### src/rtl/ps2_mouse_pkg.sv
// Shared constants for the PS/2 mouse tracker: byte0 bit positions,
// button indices and the packet FSM state encoding.
package ps2_mouse_pkg;

   localparam int SYNC  = 3;
   localparam int XSIGN = 4;
   localparam int YSIGN = 5;
   localparam int XOVF  = 6;
   localparam int YOVF  = 7;

   localparam int BTN_LEFT   = 0;
   localparam int BTN_RIGHT  = 1;
   localparam int BTN_MIDDLE = 2;

   typedef enum logic [1:0] {
      WAIT_B0 = 2'd0,
      COLLECT = 2'd1,
      APPLY   = 2'd2
   } state_t;

endpackage

### src/rtl/ps2_axis_accum.sv
// One cursor axis: scales a 9-bit signed delta, adds or subtracts it at full
// width and clamps the result into [MIN, MAX].
module ps2_axis_accum
   import ps2_mouse_pkg::*;
#(
   parameter int W     = 11,
   parameter int MIN   = 0,
   parameter int MAX   = 639,
   parameter int INIT  = 320,
   parameter int SHIFT = 0
) (
   input  logic         clk,
   input  logic         rst,
   input  logic [8:0]   delta,
   input  logic         apply,
   input  logic         negate,
   input  logic         recenter,
   output logic [W-1:0] coord
);

   localparam int SW = W + SHIFT + 2;
   localparam logic signed [SW-1:0] MIN_S = SW'(MIN);
   localparam logic signed [SW-1:0] MAX_S = SW'(MAX);

   logic signed [SW-1:0] d_s;
   logic signed [SW-1:0] sum;
   logic signed [SW-1:0] clamped;

   // Two guard bits above the scaled delta keep the sum from wrapping before the clamp.
   always_comb begin
      d_s     = SW'(signed'(delta)) <<< SHIFT;
      sum     = SW'(signed'(coord)) + (negate ? -d_s : d_s);
      clamped = sum;
      if (sum < MIN_S)
         clamped = MIN_S;
      else if (sum > MAX_S)
         clamped = MAX_S;
   end

   always_ff @(posedge clk or posedge rst) begin
      if (rst)
         coord <= W'(INIT);
      else if (recenter)
         coord <= W'(INIT);
      else if (apply)
         coord <= W'(clamped);
   end

endmodule

### src/rtl/ps2_mouse_tracker.sv
// PS/2 mouse packet assembler (3-byte or 4-byte wheel mode) with sync check,
// timeout resync, clamped cursor, button levels/edges and wheel delta.
module ps2_mouse_tracker
   import ps2_mouse_pkg::*;
#(
   parameter int COORD_W        = 11,
   parameter int X_MIN          = 0,
   parameter int X_MAX          = 639,
   parameter int Y_MIN          = 0,
   parameter int Y_MAX          = 479,
   parameter int X_INIT         = 320,
   parameter int Y_INIT         = 240,
   parameter int PACKET_BYTES   = 3,
   parameter int SHIFT          = 0,
   parameter int INVERT_Y       = 1,
   parameter int TIMEOUT_CYCLES = 50000
) (
   input  logic               CLOCK_50,
   input  logic               reset,
   input  logic [7:0]         rx_data,
   input  logic               rx_data_en,
   input  logic               recenter,
   output logic [COORD_W-1:0] cursor_x,
   output logic [COORD_W-1:0] cursor_y,
   output logic [2:0]         buttons,
   output logic [2:0]         btn_press,
   output logic [2:0]         btn_release,
   output logic [7:0]         wheel_delta,
   output logic               packet_valid,
   output logic [7:0]         sync_err_cnt
);

   localparam int TO_W = $clog2(TIMEOUT_CYCLES) + 1;
   localparam logic [TO_W-1:0] TO_LAST  = TO_W'(TIMEOUT_CYCLES - 1);
   localparam logic [1:0]      LAST_IDX = 2'(PACKET_BYTES - 1);

   state_t          state, next;
   logic [7:0]      pkt [0:3];
   logic [1:0]      idx;
   logic [TO_W-1:0] tcnt;
   logic            take_b0, take_byte, drop_b0, expire, apply;
   logic [8:0]      dx, dy;
   logic [2:0]      new_btn;

   always_ff @(posedge CLOCK_50 or posedge reset) begin
      if (reset)
         state <= WAIT_B0;
      else
         state <= next;
   end

   // APPLY treats an incoming byte exactly like WAIT_B0 so back-to-back packets survive.
   always_comb begin
      next      = state;
      take_b0   = 1'b0;
      take_byte = 1'b0;
      drop_b0   = 1'b0;
      expire    = 1'b0;
      case (state)
         WAIT_B0, APPLY: begin
            next = WAIT_B0;
            if (rx_data_en) begin
               if (rx_data[SYNC]) begin
                  take_b0 = 1'b1;
                  next    = COLLECT;
               end else begin
                  drop_b0 = 1'b1;
               end
            end
         end
         COLLECT: begin
            if (rx_data_en) begin
               take_byte = 1'b1;
               if (idx == LAST_IDX)
                  next = APPLY;
            end else if (tcnt == TO_LAST) begin
               expire = 1'b1;
               next   = WAIT_B0;
            end
         end
         default: next = WAIT_B0;
      endcase
   end

   assign apply   = (state == APPLY);
   assign new_btn = pkt[0][BTN_MIDDLE:BTN_LEFT];
   assign dx      = pkt[0][XOVF] ? '0 : {pkt[0][XSIGN], pkt[1]};
   assign dy      = pkt[0][YOVF] ? '0 : {pkt[0][YSIGN], pkt[2]};

   always_ff @(posedge CLOCK_50 or posedge reset) begin
      if (reset) begin
         for (int unsigned i = 0; i < 4; i++)
            pkt[i] <= '0;
         idx          <= '0;
         tcnt         <= '0;
         sync_err_cnt <= '0;
         buttons      <= '0;
         btn_press    <= '0;
         btn_release  <= '0;
         wheel_delta  <= '0;
         packet_valid <= 1'b0;
      end else begin
         if (take_b0) begin
            pkt[0] <= rx_data;
            idx    <= 2'd1;
         end else if (take_byte) begin
            pkt[idx] <= rx_data;
            idx      <= idx + 2'd1;
         end
         tcnt <= (state == COLLECT && !rx_data_en && !expire) ? tcnt + 1'b1 : '0;
         if ((drop_b0 || expire) && sync_err_cnt != 8'hFF)
            sync_err_cnt <= sync_err_cnt + 8'd1;
         packet_valid <= apply;
         btn_press    <= apply ? (new_btn & ~buttons) : '0;
         btn_release  <= apply ? (~new_btn & buttons) : '0;
         if (apply) begin
            buttons     <= new_btn;
            wheel_delta <= (PACKET_BYTES == 4) ? pkt[3] : '0;
         end
      end
   end

   ps2_axis_accum #(
      .W(COORD_W), .MIN(X_MIN), .MAX(X_MAX), .INIT(X_INIT), .SHIFT(SHIFT)
   ) u_x (
      .clk(CLOCK_50), .rst(reset), .delta(dx), .apply(apply),
      .negate(1'b0), .recenter(recenter), .coord(cursor_x)
   );

   ps2_axis_accum #(
      .W(COORD_W), .MIN(Y_MIN), .MAX(Y_MAX), .INIT(Y_INIT), .SHIFT(SHIFT)
   ) u_y (
      .clk(CLOCK_50), .rst(reset), .delta(dy), .apply(apply),
      .negate(INVERT_Y != 0), .recenter(recenter), .coord(cursor_y)
   );

endmodule

### config.mk
export PLATFORM = sky130hd
export DESIGN_NAME = ps2_mouse_tracker
export DESIGN_NICKNAME = d
export VERILOG_FILES = /design/src/rtl/ps2_mouse_pkg.sv /design/src/rtl/ps2_axis_accum.sv /design/src/rtl/ps2_mouse_tracker.sv
export SDC_FILE = /design/constraint.sdc
export NUM_CORES = 1
export LEC_CHECK = 0
export ABC_AREA = 1
export CAP_MARGIN = 20
export CORE_MARGIN = 1.5
export CORE_UTILIZATION = 51
export DETAILED_ROUTE_END_ITERATION = 12
export GPL_TIMING_DRIVEN = 0
export PLACE_DENSITY = 0.72
export SYNTH_ARGS = -nofsm -noshare
export SYNTH_HDL_FRONTEND = slang
export SYNTH_HIERARCHICAL = 1
export SYNTH_SLANG_ARGS = --single-unit
### constraint.sdc
create_clock -name CLOCK_50 -period 6.8 [get_ports CLOCK_50]
set_input_delay 1.36 -clock CLOCK_50 [delete_from_list [all_inputs] [get_ports CLOCK_50]]
set_output_delay 1.36 -clock CLOCK_50 [all_outputs]
set_load 0.05 [all_outputs]
# Yosys cells after proc, flatten, opt, wreduce, memory -nomap -nowiden
# Index checks and enable logic that the tools add are counted.
# totals
reg_bits,93
input_bits,12
output_inout_bits,48
wordCells,89
# op_classes
add_sub_neg,6
magnitude_cmp,6
n_eq_ne,7
mux,37
n_bitwise,6
reduce_logical,13
# ops
op,n
2-to-1 mux 11 bit,8
bitwise mux 32 bit,1
2-to-1 mux 32 bit,1
2-to-1 mux 9 bit,2
adder 17 x 1 -> 17 bit (second input constant),1
== test 17 x 16 -> 1 bit (second input constant),1
2-to-1 mux 17 bit,1
demux 8 bit (select 2 bit),1
2-to-1 mux 8 bit,2
adder 11 x 13 -> 13 bit,1
greater-than comparator 13 x 10 -> 1 bit (second input constant),1
< comparator 13 x 1 -> 1 bit (second input constant),1
2-to-1 mux 1 bit,13
negator 9 -> 13 bit,1
adder 11 x 9 -> 12 bit,1
greater-than comparator 12 x 11 -> 1 bit (second input constant),1
< comparator 12 x 1 -> 1 bit (second input constant),1
2-to-1 mux 2 bit,5
adder 8 x 1 -> 8 bit (second input constant),1
!= test 8 bit (second input constant),1
bitwise AND 3 bit,2
2-to-1 mux 3 bit,2
!= test 3 bit (second input constant),2
NOT 3 bit,2
other kinds (15),22

# Longest topological paths before layout
# Gate-level depths: netlist (run 1).
# logic_depth
word_depth,8
mapped_depth,25
mapped_depth_nobuf,25

# By module
# Netlist (run 1), hierarchy kept.
# by_module_without_submodules
module,n_inst,cells_each,area_per_inst_um2,seq_area_each_um2
ps2_mouse_tracker,1,349,3037.9,1551.5
ps2_axis_accum (u_y),1,299,1676.6,280.3
ps2_axis_accum (u_x),1,259,1592.8,277.8

# Worst setup path before layout (run 1)
# OpenSTA, ideal clock, no wires.
# synth_path
kind,register to register
start,register pkt[31] (netlist bit)
end,register u_y.coord[1]
setup_time_ns,0.118
arrival_time_ns,2.882
required_time_ns,6.682
slack_ns,3.800
path_stages_with_launch,22
path_buffers,1
synth_period_minus_slack_ns,3.000
path_cell_list,dfrtp_1 -> clkbuf_1 -> nor2_1 -> inv_1 -> ha_1 -> nand2_1 -> nor3_1 -> or2_2 -> xor2_1 -> ha_1 -> nand2_1 -> inv_1 -> a21oi_1 -> nand3_1 -> nand2_1 -> nand2_1 -> nor2_1 -> nand3_1 -> nand3_4 -> nand2_1 -> nand2_1 -> nand2_1
# synth_via
elab_chain_cells,8
word_cells_on_any_way,9
classes_between,add/sub: 2; order compare: 2; mux: 5
# synth_rtl
element,line,source
"start, declared",ps2_mouse_tracker.sv:38,logic [7:0] pkt [0:3];
"start signal, assigned by index",ps2_mouse_tracker.sv:107,pkt[idx] <= rx_data;
2-to-1 mux 9 bit (*),ps2_mouse_tracker.sv:88,"assign dy = pkt[0][YOVF] ? '0 : {pkt[0][YSIGN], pkt[2]};"
named net dy[0],ps2_mouse_tracker.sv:42,"logic [8:0] dx, dy;"
negator 9 -> 13 bit (*),ps2_axis_accum.sv:32,sum = SW'(signed'(coord)) + (negate ? -d_s : d_s);
adder 11 x 13 -> 13 bit (*),ps2_axis_accum.sv:32,
greater-than comparator 13 x 10 -> 1 bit,ps2_axis_accum.sv:36,else if (sum > MAX_S)
2-to-1 mux 11 bit,ps2_axis_accum.sv:36,
2-to-1 mux 11 bit (*),ps2_axis_accum.sv:34,if (sum < MIN_S)
2-to-1 mux 11 bit (*),ps2_axis_accum.sv:45,else if (apply)
2-to-1 mux 11 bit (*),ps2_axis_accum.sv:43,else if (recenter)
"end signal, assigned",ps2_axis_accum.sv:42,coord <= W'(INIT);
"end signal, assigned",ps2_axis_accum.sv:44,coord <= W'(INIT);
"end signal, assigned",ps2_axis_accum.sv:46,coord <= W'(clamped);
"end, declared",ps2_axis_accum.sv:18,output logic [W-1:0] coord
# The timed path passes the listed nets; every way through them passes the cells marked *. The select of a mux whose other input is x is not followed.
# A chain may end at the register's enable or synchronous reset.

# Worst setup path in the final report (run 1)
# layout_path
start,register pkt[31] (netlist bit)
end,register u_y.coord[7]
# The elaborated chain is that of the path after synthesis.

==> impl_results.md, run 1 <==
- Area delta synth->final: 17.14%
- CP Max Fanout: 10
- Total gr overflow: 0
- Pwr Total: 3.107 mW
- Setup TNS: 0 ns
- Filler cell count: 1107
- Dpl cell area: ~7100 um2
- Final setup vio count: 0
- Vias in the first global route: 5101
- Crit start category: flop
- Max Slew Vio Count: 0
- DR pass1 iterations: 5
- CTS tree: done
- Hpwl dp: approximately 11000 um
- First-pass GRT wire length: about 24000 um
- Setup Buffers After CTS: 0
- Placed cell count: 1135
- Critical Path RT: 7.06 ns
- LEAKAGE: around 4 nW
- Design Area, Final: between 7000 and 8000 um2
- Worst EP arrival: 3.82 ns
- Worst Tran Pin Value: just under 0.9 ns
- Peak Freq: 0.2813 GHz
- Die H: 114.2 um
- Synth Area per Inst: 6.954 um2
- RePlAce Congestion: 0.9027
- CP Capture Type: flop
- Crit path time final: 3.555 ns
- Power Dens Cells: 420.5 nW/um2
- H-tree depth: 3
- Port Buf Inserts: 51
- Post-cts resize count: 0
- Clk_skew: 0.008684 ns
- Clock transition at the registers of the reported paths: 0.06 ns
- Initial Utilization: 52.29%
- TritonCTS Buffers: 9
- Total GRT Usage: 23.03%
- Initial DRC Count: roughly 290
- Post-synthesis sequential area ratio: 33.45%
- Core area: roughly 12000 um2
- Cells after synthesis: roughly 910
- Final Hold Fails: 0
- DR WL/cell: 11.97 um
- Hold WS: 0.4544 ns
- Initial antenna violation count: 0
- Clk root buf: clkbuf_16
- Vias: ~5500
- Number of flops mapped to enable cells by yosys: 0
- # IOs: 60
- Number of synthesized register bits: 84
- Hold Path Class: reg -> reg
- Largest net degree at the start of global routing: 35
- Maximum vdd drop: 239.4 uV
- # rows: 40
- Async SR Flop Fraction: 100.0%
- Post-synthesis cell type count: 41
- Share of layout cells above drive strength 1: 9.969%
- Layout Nets: around 1000
- Dpl ws: roughly 3.3 ns
- MaxCap Viol Count: 0
- Setup WS post-layout: 3.245 ns
- Slew margin rel.: between 40% and 50%
- Clk Latency, worst-skew pair: 0.34 ns
- Syn Std Cell Area: 6307 um2
- Longest Clk Path Bufs: 2
- Clock Sinks: 84
- Core Util, Final: 61.26%
- Worst Setup Path Type: reg -> reg
- Drt drc: 0
- Final worst path period share: 52.28%
- Unrepaired setup endpoints after global routing: no
- Layout Cells excl Fill: 1151
- Vias per cell: between 4 and 5
- Ant. Diodes: 0
- Post-CTS Hold Buffers: 0
- Die area: 13040 um2
- Top_reg_cell synth: dfrtp_1
- ANT nets after route: 0
- Final wirelength: 13780 um
- DIE WIDTH: 114.2 um
- Status: complete, no violations
- Synth warn: 6
[sequential cells by signal, indices dropped and copies added (netlist names)]
signal        count
pkt              20
tcnt             17
u_x/coord        11
u_y/coord        11
sync_err_cnt      8
btn_press         3
btn_release       3
buttons           3
new_btn           3
idx               2
state             2
packet_valid      1
[routing by layer]
layer	vias to the layer above	wire (um)	global-route usage, %
li1	2930	-	-
met1	2493	6786	32.28
met2	113	6312	37.67
met3	10	562	4.553
met4	0	118	3.917
met5	-	0	0
[cells in the mapped netlist, drive strengths merged (2+ instances only)]
master	instances	area [um2]
nor2	109	454.2
o21ai	28	143.9
clkbuf	2	7.510
nand3b	5	37.54
nor3	13	87.58
conb	2	7.510
inv	163	616.8
nand2	289	1182
a311oi	2	17.52
dfrtp	78	1952
ha	35	437.9
nand3	72	420.4
nor3b	3	22.52
fa	2	40.04
o211ai	2	15.01
a21oi	27	142.6
dfstp	6	157.7
xnor2	7	61.31
nand4	13	87.58
xor2	27	236.5
or2	3	18.77
buf	15	126.4
[kinds of logic (layout without fill, tap and decap cells)]
| family | Yosys count | after routing | share of synthesized area [%] |
|---|---|---|---|
| xor+xnor | 34 | 34 | 4.721 |
| buf+inv | 181 | 249 | 12.04 |
| compound gates | 61 | 61 | 5.356 |
| fa+ha+maj | 37 | 37 | 7.578 |
| simple gates | 508 | 508 | 36.74 |
| flops | 84 | 84 | 33.45 |
| other cells | 2 | 10 | 0.1191 |
[area by class of cell]
cell class / instances / area [um2] / area share, %
well taps: 168 / 210.2 / 2.845
inverters: 164 / 625.6 / 8.467
multi-input cells: 650 / 3468 / 46.94
plain buffers: 17 / 133.9 / 1.812
clock buffers: 10 / 239.0 / 3.235
flip-flops and latches: 84 / 2110 / 28.55
clock inverters: 6 / 71.32 / 0.9653
repair buffers: 52 / 530.5 / 7.180
[report_power, final]
group / leakage (nW) / total [mW] / switching, mW / internal [mW]
clock: 0.151 / 0.511 / 0.212 / 0.298
sequential: 1.10 / 0.682 / 0.0751 / 0.607
combinational: 2.67 / 1.91 / 1.26 / 0.655
total: 3.91 / 3.11 / 1.55 / 1.56
[critical path: stages (launching register included)]
cell,delay (ns)
dfrtp_1,0.32
clkbuf_1,0.33
nor2_1,0.15
nor3_1,0.28
nand2_1,0.11
nor3_1,0.35
nor2_1,0.12
xor2_1,0.18
ha_1,0.37
nand2_1,0.12
nor2_1,0.14
nand3_1,0.16
nand3_2,0.12
xor2_1,0.21
nor2_1,0.07
nand2_1,0.10
nand3_4,0.14
a21oi_1,0.19
[worst paths after layout]
path,startpoint,end,slack (ns),cells past startpoint
hold / removal,buttons[1],btn_press[1],0.45,1
hold reg to reg,buttons[1],btn_press[1],0.45,1
max in group asynchronous,reset,tcnt[11],4.67,3
setup reg to reg,pkt[31],u_y/coord[7],3.25,17
setup / recovery,pkt[31],u_y/coord[7],3.25,17
min in group asynchronous,reset,u_y/coord[0],1.41,2
[cell usage in the layout (no fill, tap or decap), drive strengths merged]
| cell type | n |
|---|---|
| fa | 2 |
| clkinvlp | 1 |
| o31ai | 1 |
| buf | 16 |
| and3 | 1 |
| nand3 | 72 |
| xor2 | 27 |
| o21ai | 28 |
| inv | 165 |
| clkbuf | 12 |
| a311oi | 2 |
| xnor2 | 7 |
| nor3b | 3 |
| bufinv | 1 |
| ha | 35 |
| nand4 | 13 |
| nor3 | 13 |
| nand2 | 289 |
| a31oi | 1 |
| or2 | 3 |
| dfstp | 6 |
| o211ai | 2 |
| a21oi | 27 |
| clkdlybuf4s50 | 51 |
| nor2 | 109 |
| clkinv | 3 |
| conb | 10 |
| dfrtp | 78 |
| nand3b | 5 |
Note: power is estimated with default switching activity, not from simulation.
==> run 2, diff against run 1 <==
PLACE_DENSITY = 0.75   (was 0.72)
clock period = 3.2 ns   (was 6.8 ns; I/O delays follow)
==> impl_results.md, run 2 (synthesized netlist as in run 1, its figures left out) <==
- Status: complete, no violations (unchanged)
- DIE WIDTH: 114.2 um (unchanged)
- Core Util, Final: 65.19% (was 61.26%)
- Slew margin rel.: 36.67% (was 40.80%)
- Clk_skew: 0.01022 ns (was 0.008684 ns)
- CTS tree: done (unchanged)
- RePlAce Congestion: 0.8778 (was 0.9027)
- Layout Nets: 1039 (was 1027)
- Sequential Power Share: 19.5% (was 21.9%)
- Worst Tran Pin Value: 0.9464 ns (was 0.8848 ns)
- Total gr overflow: 0 (unchanged)
- Power Dens Cells: 968.5 nW/um2 (was 420.5 nW/um2)
- Clk Latency, worst-skew pair: 0.34 ns (about the same)
- Largest net degree at the start of global routing: 38 (was 35)
- ANT nets after route: 0 (unchanged)
- TritonCTS Buffers: 9 (unchanged)
- Clock power share: 14.0% (was 16.4%)
- Ant. Diodes: 0 (unchanged)
- Die area: 13040 um2 (unchanged)
- Initial DRC Count: 417 (was 289)
- Final Hold Fails: 0 (unchanged)
- Internal power: 3.803 mW (was 1.560 mW)
- Drt drc: 0 (unchanged)
- Area occupied by multi-input gates: 3821 um2 (was 3468 um2)
- Switching part of the total: 50.06% (was 49.78%)
- CP Capture Type: flop (unchanged)
- Design Area, Final: 7863 um2 (was 7388 um2)
- Area delta synth->final: 24.66% (was 17.14%)
- Worst Setup Path Type: reg -> reg (unchanged)
- Switching power of the nets: 3.812 mW (was 1.547 mW)
- Setup TNS: 0 ns (unchanged)
- Vias in the first global route: 5210 (was 5101)
- Total GRT Usage: 23.18% (was 23.03%)
- Crit path time final: 3.107 ns (was 3.555 ns)
- Comb power frac: 66.5% (was 61.6%)
- Port Buf Inserts: 51 (unchanged)
- Longest Clk Path Bufs: 2 (unchanged)
- Initial Utilization: 52.29% (unchanged)
- Hold WS: 0.4373 ns (was 0.4544 ns)
- Hpwl dp: 10970 um (was 10830 um)
- Maximum vdd drop: 501.0 uV (was 239.4 uV)
- LEAKAGE: 4.026 nW (was 3.913 nW)
- Clk root buf: clkbuf_16 (unchanged)
- # rows: 40 (unchanged)
- MaxCap Viol Count: 0 (unchanged)
- DR pass1 iterations: 5 (unchanged)
- Final worst path period share: 97.09% (was 52.28%)
- Highest-count cells in the layout ignoring fill and taps: nand2_1 (253), inv_1 (145), nor2_1 (81) (was nand2_1 (270), inv_1 (153), nor2_1 (97))
- Filler cell count: 1034 (was 1107)
- First-pass GRT wire length: 24050 um (was 23960 um)
- Hold Path Class: reg -> reg (unchanged)
- Initial antenna violation count: 0 (unchanged)
- Leading cell type in the layout, fill and taps excluded: nand2_1 (unchanged)
- Largest regs: pkt x20, tcnt x17 (unchanged)
- Critical Path RT: 3.43 ns (was 7.06 ns)
- Storage cell area: 2112 um2 (was 2110 um2)
- DR WL/cell: 12.89 um (was 11.97 um)
- Max Slew Vio Count: 0 (unchanged)
- Die H: 114.2 um (unchanged)
- CP Max Fanout: 5 (was 10)
- # IOs: 60 (unchanged)
- Core area: 12060 um2 (unchanged)
- Largest register FFs: 20 (unchanged)
- Clock transition at the registers of the reported paths: 0.07 ns (was 0.06 ns)
- Clock Sinks: 84 (unchanged)
- Largest register by flop count: pkt (unchanged)
- Crit start category: flop (unchanged)
- Vias: 5763 (was 5546)
- Final setup vio count: 0 (unchanged)
- Vias per cell: 4.955 (was 4.818)
- Worst EP arrival: 3.33 ns (was 3.82 ns)
- Share of layout cells above drive strength 1: 17.99% (was 9.969%)
- H-tree depth: 3 (unchanged)
- Dpl cell area: 7078 um2 (unchanged)
- Peak Freq: 0.3219 GHz (was 0.2813 GHz)
- Final wirelength: 14990 um (was 13780 um)
- Pwr Total: 7.615 mW (was 3.107 mW)
==> run 2: worst paths after layout <==
path | startpoint | cells past startpoint | to | slack, ns
setup / recovery | pkt[31] | 22 | u_y/coord[8] | 0.09
hold / removal | buttons[2] | 1 | btn_press[2] | 0.44
setup reg to reg | pkt[31] | 22 | u_y/coord[8] | 0.09
hold reg to reg | buttons[2] | 1 | btn_press[2] | 0.44
max in group asynchronous | reset | 3 | pkt[31] | 1.74
min in group asynchronous | reset | 2 | u_x/coord[7] | 0.69
==> run 2: final cells by class <==
| type | count | share of cell area, % |
|---|---|---|
| Multi-Input combinational cell | 651 | 48.60 |
| Sequential cell | 84 | 26.86 |
| Timing Repair Buffer | 65 | 8.450 |
| Inverter | 164 | 7.957 |
| Clock buffer | 11 | 3.087 |
| Tap cell | 168 | 2.673 |
| Buffer | 15 | 1.607 |
| Clock inverter | 5 | 0.7638 |
==> run 2: worst max-delay path, cell delays in order (launching register included) <==
cell and delay, ns:
dfrtp_2 0.40, buf_12 0.13, nor2_4 0.04, buf_6 0.11, nor3_4 0.12, nand2_2 0.10
nor3_4 0.19, nor2_1 0.07, xor2_1 0.18, ha_2 0.40, nand2_2 0.09, nor2_2 0.16
nand3_2 0.15, nand3_2 0.11, nand2_1 0.05, nand2_1 0.05, nand3_1 0.07, nor2_2 0.15
nand2_4 0.09, nand3_4 0.12, nand2_1 0.07, nand2_1 0.08, nand2_1 0.05
==> run 2: layer usage <==
| layer | global-route usage (%) | vias up | share of wire (%) |
|---|---|---|---|
| met1 | 31.20 | 2666 | 47 |
| met2 | 38.51 | 135 | 48 |
| li1 | - | 2941 | - |
| met3 | 3.970 | 21 | 3.6 |
| met4 | 6.833 | 0 | 1.6 |
| met5 | 0 | - | 0 |
==> run 2: timing repair <==
action,in CTS,in global routing
endpoints found under the setup margin,10,20
hold buffers,0,0
resized for setup,5,87
setup buffers,3,10
cloned,0,1
pin swaps,2,37
==> run 2: through the flow <==
stage               worst slack [ns]  std cells
floorplan                     0.1996        915
global placement             -0.2369       1134
detailed placement           -0.2800       1135
CTS                          0.01464       1153
global route                -0.08855       1163
finish                       0.09301       1163
==> run 2: power by group through the flow <==
stage / Combinational [mW] / Clock, mW / Sequential, mW
2_1_floorplan: 3.00 / 0 / 1.65
3_3_place_gp: 3.98 / 0 / 1.46
3_5_place_dp: 4.04 / 0 / 1.47
4_1_cts: 4.14 / 1.09 / 1.47
5_1_grt: 5.54 / 1.14 / 1.51
6_report: 5.06 / 1.07 / 1.48
